===== src/rtl/mac_vec_acc_if.sv =====
// mac_vec_acc_if: handshake/data bundle for the multi-lane MAC engine.
// Groups configuration, operand stream (valid/ready), result stream
// (valid/ready) and status signals. The master modport drives operands and
// configuration. The slave modport is the engine side.
//   cfg_valid/cfg_signed/cfg_sat/cfg_len : job configuration load
//   clear                                : synchronous abort of the current job
//   in_valid/in_ready/in_a/in_b          : operand beats, LANES lanes per beat
//   out_valid/out_ready/out_data/out_ovf : accumulated result per lane
//   busy/error                           : engine status, illegal-config pulse
interface mac_vec_acc_if #(
    parameter int LANES  = 4,
    parameter int DATA_W = 8,
    parameter int ACC_W  = 24,
    parameter int LEN_W  = 8
);
    logic                      cfg_valid;
    logic                      cfg_signed;
    logic                      cfg_sat;
    logic [LEN_W-1:0]          cfg_len;
    logic                      clear;
    logic                      in_valid;
    logic                      in_ready;
    logic [LANES*DATA_W-1:0]   in_a;
    logic [LANES*DATA_W-1:0]   in_b;
    logic                      out_valid;
    logic                      out_ready;
    logic [LANES*ACC_W-1:0]    out_data;
    logic [LANES-1:0]          out_ovf;
    logic                      busy;
    logic                      error;

    modport master (
        output cfg_valid, cfg_signed, cfg_sat, cfg_len, clear,
        output in_valid, in_a, in_b, out_ready,
        input  in_ready, out_valid, out_data, out_ovf, busy, error
    );

    modport slave (
        input  cfg_valid, cfg_signed, cfg_sat, cfg_len, clear,
        input  in_valid, in_a, in_b, out_ready,
        output in_ready, out_valid, out_data, out_ovf, busy, error
    );
endinterface


===== src/rtl/mac_vec_acc.sv =====
// mac_vec_acc: LANES-wide integer multiply-accumulate engine.
// Each accepted beat registers LANES products (stage 1). The following cycle
// adds them into per-lane ACC_W accumulators with sticky overflow and optional
// saturation. After cfg_len beats the result is held on the output port until
// out_ready. ACC_W must be at least 2*DATA_W.
//   clk, rst_n : clock (rising edge) and asynchronous active-low reset
//   bus        : mac_vec_acc_if slave port (config, operands, result, status)
module mac_vec_acc #(
    parameter int LANES  = 4,
    parameter int DATA_W = 8,
    parameter int ACC_W  = 24,
    parameter int LEN_W  = 8
) (
    input  logic          clk,
    input  logic          rst_n,
    mac_vec_acc_if.slave  bus
);
    localparam int PW = 2 * DATA_W;

    localparam logic [1:0] ST_IDLE  = 2'd0;
    localparam logic [1:0] ST_RUN   = 2'd1;
    localparam logic [1:0] ST_DRAIN = 2'd2;
    localparam logic [1:0] ST_HOLD  = 2'd3;

    logic [1:0]             state_q, state_d;
    logic [LEN_W-1:0]       cnt_q, cnt_d;
    logic                   cfg_sgn_q, cfg_sgn_d;
    logic                   cfg_sat_q, cfg_sat_d;
    logic [LEN_W-1:0]       cfg_len_q, cfg_len_d;
    logic                   s1_valid_q, s1_valid_d;
    logic                   s1_sgn_q, s1_sgn_d;
    logic                   s1_sat_q, s1_sat_d;
    logic [LANES*PW-1:0]    prod_q, prod_d;
    logic [LANES*ACC_W-1:0] acc_q, acc_d;
    logic [LANES-1:0]       ovf_q, ovf_d;
    logic                   in_ready_q, in_ready_d;
    logic                   out_valid_q, out_valid_d;
    logic                   busy_q, busy_d;
    logic                   error_q, error_d;

    logic                   accept_s;
    logic [LEN_W-1:0]       cnt_inc_s;
    logic [LANES*PW-1:0]    prod_s;
    logic [PW-1:0]          opa_s [LANES];
    logic [PW-1:0]          opb_s [LANES];
    logic [ACC_W-1:0]       ext_s [LANES];
    logic [ACC_W:0]         sum_s [LANES];
    logic [LANES*ACC_W-1:0] acc_sum_s;
    logic [LANES-1:0]       ovf_new_s;

    // Clamp value for an overflowing lane; neg selects the signed minimum.
    function automatic logic [ACC_W-1:0] sat_value(input logic is_signed, input logic neg);
        logic [ACC_W-1:0] v;
        if (!is_signed) begin
            v = {ACC_W{1'b1}};
        end else if (neg) begin
            v = {1'b1, {(ACC_W-1){1'b0}}};
        end else begin
            v = {1'b0, {(ACC_W-1){1'b1}}};
        end
        return v;
    endfunction

    assign accept_s  = bus.in_valid && in_ready_q && !bus.clear;
    assign cnt_inc_s = cnt_q + {{(LEN_W-1){1'b0}}, 1'b1};

    // Stage-1 products: operands widened to PW bits, so the low PW bits of the
    // product are correct for both signed and unsigned interpretation.
    always_comb begin
        prod_s = {(LANES*PW){1'b0}};
        for (int i = 0; i < LANES; i++) begin
            if (cfg_sgn_q) begin
                opa_s[i] = {{DATA_W{bus.in_a[i*DATA_W+DATA_W-1]}}, bus.in_a[i*DATA_W +: DATA_W]};
                opb_s[i] = {{DATA_W{bus.in_b[i*DATA_W+DATA_W-1]}}, bus.in_b[i*DATA_W +: DATA_W]};
            end else begin
                opa_s[i] = {{DATA_W{1'b0}}, bus.in_a[i*DATA_W +: DATA_W]};
                opb_s[i] = {{DATA_W{1'b0}}, bus.in_b[i*DATA_W +: DATA_W]};
            end
            prod_s[i*PW +: PW] = opa_s[i] * opb_s[i];
        end
    end

    // Accumulator adders with per-lane overflow detection and saturation.
    always_comb begin
        acc_sum_s = acc_q;
        ovf_new_s = {LANES{1'b0}};
        for (int i = 0; i < LANES; i++) begin
            if (s1_sgn_q) begin
                ext_s[i] = ACC_W'($signed(prod_q[i*PW +: PW]));
            end else begin
                ext_s[i] = ACC_W'(prod_q[i*PW +: PW]);
            end
            sum_s[i] = {1'b0, acc_q[i*ACC_W +: ACC_W]} + {1'b0, ext_s[i]};
            if (s1_sgn_q) begin
                ovf_new_s[i] = (acc_q[i*ACC_W+ACC_W-1] == ext_s[i][ACC_W-1]) &&
                               (sum_s[i][ACC_W-1] != acc_q[i*ACC_W+ACC_W-1]);
            end else begin
                ovf_new_s[i] = sum_s[i][ACC_W];
            end
            if (ovf_new_s[i] && s1_sat_q) begin
                acc_sum_s[i*ACC_W +: ACC_W] = sat_value(s1_sgn_q, acc_q[i*ACC_W+ACC_W-1]);
            end else begin
                acc_sum_s[i*ACC_W +: ACC_W] = sum_s[i][ACC_W-1:0];
            end
        end
    end

    // Control FSM, configuration load, beat counting and accumulator update.
    always_comb begin
        state_d    = state_q;
        cnt_d      = cnt_q;
        cfg_sgn_d  = cfg_sgn_q;
        cfg_sat_d  = cfg_sat_q;
        cfg_len_d  = cfg_len_q;
        s1_valid_d = 1'b0;
        s1_sgn_d   = s1_sgn_q;
        s1_sat_d   = s1_sat_q;
        prod_d     = prod_q;
        acc_d      = acc_q;
        ovf_d      = ovf_q;
        error_d    = 1'b0;
        if (bus.clear) begin
            // Abort wins over everything; configuration is kept.
            state_d = ST_IDLE;
            cnt_d   = {LEN_W{1'b0}};
            acc_d   = {(LANES*ACC_W){1'b0}};
            ovf_d   = {LANES{1'b0}};
        end else begin
            if (s1_valid_q) begin
                acc_d = acc_sum_s;
                ovf_d = ovf_q | ovf_new_s;
            end else begin
                acc_d = acc_q;
            end
            if (accept_s) begin
                prod_d     = prod_s;
                s1_valid_d = 1'b1;
                s1_sgn_d   = cfg_sgn_q;
                s1_sat_d   = cfg_sat_q;
                cnt_d      = cnt_inc_s;
            end else begin
                s1_valid_d = 1'b0;
            end
            if (bus.cfg_valid) begin
                if ((state_q == ST_IDLE) && (bus.cfg_len != {LEN_W{1'b0}})) begin
                    cfg_sgn_d = bus.cfg_signed;
                    cfg_sat_d = bus.cfg_sat;
                    cfg_len_d = bus.cfg_len;
                end else begin
                    error_d = 1'b1;
                end
            end else begin
                error_d = 1'b0;
            end
            case (state_q)
                ST_IDLE, ST_RUN: begin
                    if (accept_s) begin
                        state_d = (cnt_inc_s == cfg_len_q) ? ST_DRAIN : ST_RUN;
                    end else begin
                        state_d = state_q;
                    end
                end
                ST_DRAIN: begin
                    // Stay while the last product is still being added.
                    if (s1_valid_q) begin
                        state_d = ST_DRAIN;
                    end else begin
                        state_d = ST_HOLD;
                    end
                end
                ST_HOLD: begin
                    if (bus.out_ready) begin
                        state_d = ST_IDLE;
                        cnt_d   = {LEN_W{1'b0}};
                        acc_d   = {(LANES*ACC_W){1'b0}};
                        ovf_d   = {LANES{1'b0}};
                    end else begin
                        state_d = ST_HOLD;
                    end
                end
                default: state_d = ST_IDLE;
            endcase
        end
        in_ready_d  = (state_d == ST_IDLE) || (state_d == ST_RUN);
        busy_d      = (state_d != ST_IDLE);
        out_valid_d = (state_d == ST_HOLD);
    end

    // State registers with asynchronous reset.
    always_ff @(posedge clk or negedge rst_n) begin
        if (!rst_n) begin
            state_q     <= ST_IDLE;
            cnt_q       <= {LEN_W{1'b0}};
            cfg_sgn_q   <= 1'b0;
            cfg_sat_q   <= 1'b0;
            cfg_len_q   <= {{(LEN_W-1){1'b0}}, 1'b1};
            s1_valid_q  <= 1'b0;
            s1_sgn_q    <= 1'b0;
            s1_sat_q    <= 1'b0;
            prod_q      <= {(LANES*PW){1'b0}};
            acc_q       <= {(LANES*ACC_W){1'b0}};
            ovf_q       <= {LANES{1'b0}};
            in_ready_q  <= 1'b1;
            out_valid_q <= 1'b0;
            busy_q      <= 1'b0;
            error_q     <= 1'b0;
        end else begin
            state_q     <= state_d;
            cnt_q       <= cnt_d;
            cfg_sgn_q   <= cfg_sgn_d;
            cfg_sat_q   <= cfg_sat_d;
            cfg_len_q   <= cfg_len_d;
            s1_valid_q  <= s1_valid_d;
            s1_sgn_q    <= s1_sgn_d;
            s1_sat_q    <= s1_sat_d;
            prod_q      <= prod_d;
            acc_q       <= acc_d;
            ovf_q       <= ovf_d;
            in_ready_q  <= in_ready_d;
            out_valid_q <= out_valid_d;
            busy_q      <= busy_d;
            error_q     <= error_d;
        end
    end

    assign bus.in_ready  = in_ready_q;
    assign bus.out_valid = out_valid_q;
    assign bus.out_data  = acc_q;
    assign bus.out_ovf   = ovf_q;
    assign bus.busy      = busy_q;
    assign bus.error     = error_q;
endmodule


===== src/flat_wrapper.sv =====
// flat-port wrapper written by rule: the top's interface ports become plain ports
module mac_vec_acc_flat 
#(
    parameter int LANES  = 4,
    parameter int DATA_W = 8,
    parameter int ACC_W  = 24,
    parameter int LEN_W  = 8
)
  (clk, rst_n, bus_cfg_valid, bus_cfg_signed, bus_cfg_sat, bus_cfg_len, bus_clear, bus_in_valid, bus_in_a, bus_in_b, bus_out_ready, bus_in_ready, bus_out_valid, bus_out_data, bus_out_ovf, bus_busy, bus_error);
  mac_vec_acc_if #(.LANES(LANES), .DATA_W(DATA_W), .ACC_W(ACC_W), .LEN_W(LEN_W)) bus_i ();
  input  logic clk;
  input  logic rst_n;
  input wire logic [$bits(bus_i.cfg_valid)-1:0] bus_cfg_valid;
  input wire logic [$bits(bus_i.cfg_signed)-1:0] bus_cfg_signed;
  input wire logic [$bits(bus_i.cfg_sat)-1:0] bus_cfg_sat;
  input wire logic [$bits(bus_i.cfg_len)-1:0] bus_cfg_len;
  input wire logic [$bits(bus_i.clear)-1:0] bus_clear;
  input wire logic [$bits(bus_i.in_valid)-1:0] bus_in_valid;
  input wire logic [$bits(bus_i.in_a)-1:0] bus_in_a;
  input wire logic [$bits(bus_i.in_b)-1:0] bus_in_b;
  input wire logic [$bits(bus_i.out_ready)-1:0] bus_out_ready;
  output wire logic [$bits(bus_i.in_ready)-1:0] bus_in_ready;
  output wire logic [$bits(bus_i.out_valid)-1:0] bus_out_valid;
  output wire logic [$bits(bus_i.out_data)-1:0] bus_out_data;
  output wire logic [$bits(bus_i.out_ovf)-1:0] bus_out_ovf;
  output wire logic [$bits(bus_i.busy)-1:0] bus_busy;
  output wire logic [$bits(bus_i.error)-1:0] bus_error;
  assign bus_i.cfg_valid = bus_cfg_valid;
  assign bus_i.cfg_signed = bus_cfg_signed;
  assign bus_i.cfg_sat = bus_cfg_sat;
  assign bus_i.cfg_len = bus_cfg_len;
  assign bus_i.clear = bus_clear;
  assign bus_i.in_valid = bus_in_valid;
  assign bus_i.in_a = bus_in_a;
  assign bus_i.in_b = bus_in_b;
  assign bus_i.out_ready = bus_out_ready;
  assign bus_in_ready = bus_i.in_ready;
  assign bus_out_valid = bus_i.out_valid;
  assign bus_out_data = bus_i.out_data;
  assign bus_out_ovf = bus_i.out_ovf;
  assign bus_busy = bus_i.busy;
  assign bus_error = bus_i.error;
  mac_vec_acc #(.LANES(LANES), .DATA_W(DATA_W), .ACC_W(ACC_W), .LEN_W(LEN_W)) u_core (.clk(clk), .rst_n(rst_n), .bus(bus_i));
endmodule

===== config.mk =====
export PLATFORM = sky130hd
export DESIGN_NAME = mac_vec_acc_flat
export DESIGN_NICKNAME = d
export VERILOG_FILES = /design/src/rtl/mac_vec_acc_if.sv /design/src/rtl/mac_vec_acc.sv /design/src/flat_wrapper.sv
export SDC_FILE = /design/constraint.sdc
export NUM_CORES = 2
export LEC_CHECK = 0
export CORE_ASPECT_RATIO = 0.7
export CORE_UTILIZATION = 25
export CTS_CLUSTER_DIAMETER = 200
export DETAILED_ROUTE_END_ITERATION = 8
export PLACE_DENSITY = 0.43
export SYNTH_ARGS = -nofsm -noshare
export SYNTH_HDL_FRONTEND = slang
export SYNTH_SLANG_ARGS = --single-unit

===== constraint.sdc =====
create_clock -name clk -period 5.8 [get_ports clk]
set_input_delay 0.58 -clock clk [delete_from_list [all_inputs] [get_ports clk]]
set_output_delay 0.58 -clock clk [all_outputs]
set_load 0.02 [all_outputs]

==> run summary <==
The initial antenna violation count is 2. After detailed routing, the number of remaining DRC violations is 0. The die height came out at about 280 um.

For this run, the total global-route usage over all layers was measured as 0.149. In the synthesized netlist, the number of instances is around 3000. The H-tree depth is 4.

The number of top-level pins came out at ~180. The routed design has ~80000 um of wire. The number of buffers added to fix hold violations after cts came out at 0.

The initial utilization of the core area, before any placement, comes to 0.252. The area fraction in compound gates after synthesis is 0.145. After synthesis, the largest family of logic cells by area is adder cells. The per-instance average area after synthesis is ~8.9 um2.

The final critical-path required period is 5530 ps. Measured against its own limit, the worst slew margin works out to 0.243. The detailed-route wire length per cell is around 17 um. The mapped cell area is 26900 um2. The half-perimeter wire length after placement came out at around 65000 um. The mux cell area share after synthesis came out at 0.00838. In this run the worst hold path is classified as in2async. The count of input and output buffers is about 180. The worst-case clock skew came out at about 14 ps. The clock sink count is around 190. The leakage power of the design is between 15 and 20 nW. The number of cell rows came out at 100. The TritonCTS clock tree is yes. The required time of the worst setup path came out at between 6000 and 7000 ps. The cell sitting at the root of the clock tree is a sky130_fd_sc_hd__clkbuf_16. The count of pins over their slew limit came to 0. The largest net degree at the start of global routing came out at 103. The post-route total power came out at approximately 13 mW.

The fraction of final layout cells with drive strength greater than 1 is 0.106. The peak fanout along the critical path came out at 7. Across the VDD grid, the largest voltage drop is between 0.2 and 0.3 mV.

The part of the Yosys area used for sequential elements is 0.178. After the last flow step, the layout net total stands at about 4000. The number of fillers in the final layout came out at 11400. The worst setup path is launched from an input pin. The number of hold-slack violations in the final timing report is 0. Of the total synthesized cell area, the portion taken by AND, OR, NAND and NOR gates is 0.157. The initial DRC count is around 1200. The count of nets left with antenna violations once routing finished came out at 0. The number of different library cells in the post-synthesis netlist came out at around 90. The adder-cell area share of the yosys netlist came out at 0.353. The synthesized design contains around 190 register bits. Power spread over the standard cell area amounts to between 400 and 500 nW/um2. TritonCTS created 17 clock buffers. The slew at the pin closest to its max-slew limit is roughly 1100 ps.

The via count of the first global-routing pass is ~21000. The smallest setup slack after layout is around 270 ps. The detailed-route via count came out at 21000. The data arrival time of the critical path is between 5000 and 6000 ps.

Setup violations remaining at the end of the flow were counted as 0. The total congestion overflow is 0. The later-pin clock latency in the skew report came out at ~480 ps. The weighted congestion at the end of routability-driven global placement came out at about 0.80.

The worst setup path is of the in2reg kind. The number of max-capacitance violations reported came out at 0. The placeable core area came out at 106000 um2. The first global-routing pass estimated around 130000 um of wire. The count of flip-flops with a built-in enable after synthesis came out at 0. Timing would allow up to 0.181 GHz. The first detailed-routing pass ran for 5 iterations. In this run the deepest clock path goes through 2 buffers. Of the total synthesized cell area, the portion taken by XOR and XNOR cells is 0.0782. The library cells used most frequently in the layout, excluding fill and tap cells, are sky130_fd_sc_hd__inv_1 (468), sky130_fd_sc_hd__ha_1 (311), sky130_fd_sc_hd__fa_1 (278). Counting every net in the synthesized netlist gives 3703. The library cell used most frequently in the layout, excluding fill and tap cells, is sky130_fd_sc_hd__inv_1.

The share of flip-flops with an asynchronous set or reset is 1.00. The clock input transition at the sequential cells of the worst setup and hold paths is 70 ps. The count of yosys warnings during synthesis came out at 0.

The signed area change from the synthesized netlist to the final layout came out at 21.3%. For this run, the leading register cell type out of synthesis is sky130_fd_sc_hd__dfrtp_1. The floorplan step defined a die boundary enclosing ~110000 um2. The nature of the critical path endpoint is a register. The die is roughly 400 um wide. The total placed instance area is 31900 um2. The run finished with clean final reports. Using the TritonRoute via totals, the vias-per-cell ratio works out to about 4.4. After routing the design area is roughly 33000 um2. The worst setup slack before clock tree synthesis came out at -321 ps. Setup repair after global routing left no endpoint under its margin. The share of the clock period used by the worst path after layout is 0.954.
## layer usage
layer | up-vias | wire [um] | GRT usage
met2 | 238 | 31300 | 0.207
li1 | 10700 | - | -
met1 | 10100 | 45400 | 0.241
met3 | 29 | 2470 | 0.0226
met5 | - | 0 | 0
met4 | 0 | 522 | 0.0184
## critical path, cell delays in order
cell,delay (ps)
sky130_fd_sc_hd__clkdlybuf4s50_1,430
sky130_fd_sc_hd__buf_4,140
sky130_fd_sc_hd__buf_4,150
sky130_fd_sc_hd__and2_1,170
sky130_fd_sc_hd__fa_1,530
sky130_fd_sc_hd__inv_1,50
sky130_fd_sc_hd__fa_1,490
sky130_fd_sc_hd__inv_1,50
sky130_fd_sc_hd__fa_1,510
sky130_fd_sc_hd__fa_1,460
sky130_fd_sc_hd__fa_1,500
sky130_fd_sc_hd__inv_1,50
sky130_fd_sc_hd__fa_1,470
sky130_fd_sc_hd__inv_1,40
sky130_fd_sc_hd__ha_1,320
sky130_fd_sc_hd__nand3_1,100
sky130_fd_sc_hd__nand2_1,50
sky130_fd_sc_hd__a41o_1,210
sky130_fd_sc_hd__o41a_1,320
sky130_fd_sc_hd__xnor2_1,150
sky130_fd_sc_hd__o21ai_0,80
## synthesized netlist by cell type (9+ instances only)
library cell	n	area, um2
sky130_fd_sc_hd__inv_1	470	1760
sky130_fd_sc_hd__ha_1	311	3890
sky130_fd_sc_hd__fa_1	279	5590
sky130_fd_sc_hd__nand2_1	273	1020
sky130_fd_sc_hd__and2_1	220	1380
sky130_fd_sc_hd__dfrtp_1	189	4730
sky130_fd_sc_hd__a21oi_1	163	816
sky130_fd_sc_hd__xnor2_1	162	1420
sky130_fd_sc_hd__nor2_1	145	544
sky130_fd_sc_hd__o21ai_0	130	651
sky130_fd_sc_hd__clkbuf_1	88	330
sky130_fd_sc_hd__xor2_1	78	683
sky130_fd_sc_hd__a21o_1	59	443
sky130_fd_sc_hd__nand3_1	44	220
sky130_fd_sc_hd__and3_1	40	250
sky130_fd_sc_hd__a211oi_1	31	233
sky130_fd_sc_hd__nor3_1	30	150
sky130_fd_sc_hd__a31oi_1	23	144
sky130_fd_sc_hd__o21bai_1	22	165
sky130_fd_sc_hd__nand2b_1	19	119
sky130_fd_sc_hd__nor2b_1	18	113
sky130_fd_sc_hd__a221o_1	15	150
sky130_fd_sc_hd__nand4_1	11	68.8
sky130_fd_sc_hd__o21a_1	11	82.6
sky130_fd_sc_hd__or3_1	11	68.8
sky130_fd_sc_hd__mux2_2	10	113
sky130_fd_sc_hd__o22ai_1	10	62.6
sky130_fd_sc_hd__a31o_2	9	78.8
sky130_fd_sc_hd__mux2i_1	9	90.1
## what timing repair did
| item | in CTS | in global routing |
|---|---|---|
| resized for setup | 0 | 17 |
| setup buffers | 0 | 5 |
| setup endpoints to repair | 0 | 9 |
## through the flow
stage	TNS, ps	hold WS [ps]	utilization	instances
CTS	0	114	0.305	4804
finish	0	62.9	0.306	4811
floorplan	0	284	-	3033
detailed placement	-2660	470	0.300	4772
global placement	-2570	466	0.300	4772
global route	0	118	0.306	4810
## kinds of logic after synthesis
family,after synthesis
mux,20
xor+xnor,240
fa+ha+maj,591
compound gates,575
simple gates,844
flops,191
buf+inv,572
## path summary, 6_finish.rpt
check                                              start                                end  slack, ps  cells past startpoint
hold reg to reg            u_core.prod_q[48]$_DFFE_PN0P_      u_core.prod_q[48]$_DFFE_PN0P_        480                      2
setup / recovery                            bus_in_a[23]      u_core.prod_q[47]$_DFFE_PN0P_        270                     21
hold / removal                                     rst_n  u_core.bus.out_data[82]$_DFF_PN0_         60                      1
max in group asynchronous                          rst_n      u_core.prod_q[11]$_DFFE_PN0P_       4670                      2
min in group clk           u_core.prod_q[48]$_DFFE_PN0P_      u_core.prod_q[48]$_DFFE_PN0P_        480                      2
setup reg to reg            u_core.cfg_sgn_q$_DFFE_PN0P_      u_core.prod_q[47]$_DFFE_PN0P_        280                     22
## layout make-up
class                   count  area (um2)  area share
flip-flops and latches    191        4790       0.147
repair buffers            419        3670       0.113
diodes                      1        2.50   0.0000767
clock inverters            15         148     0.00453
well taps                1428        1790      0.0548
multi-input cells        2270       20000       0.614
clock buffers              17         425      0.0130
inverters                 470        1760      0.0541
## power by group
group	internal, mW	switching (mW)	leakage (nW)
registers	1.62	0.300	2.49
logic	4.82	5.25	13.0
clock network	0.572	0.650	0.277
## flip-flops by register name, summed over array words and instances (netlist names), 2 cells and up
signal	flops
u_core.bus.out_data	96
u_core.prod_q	64
u_core.cfg_len_q	8
u_core.cnt_q	8
u_core.bus.out_ovf	4
u_core.state_q	2
Power figures use the tool's default switching activity.
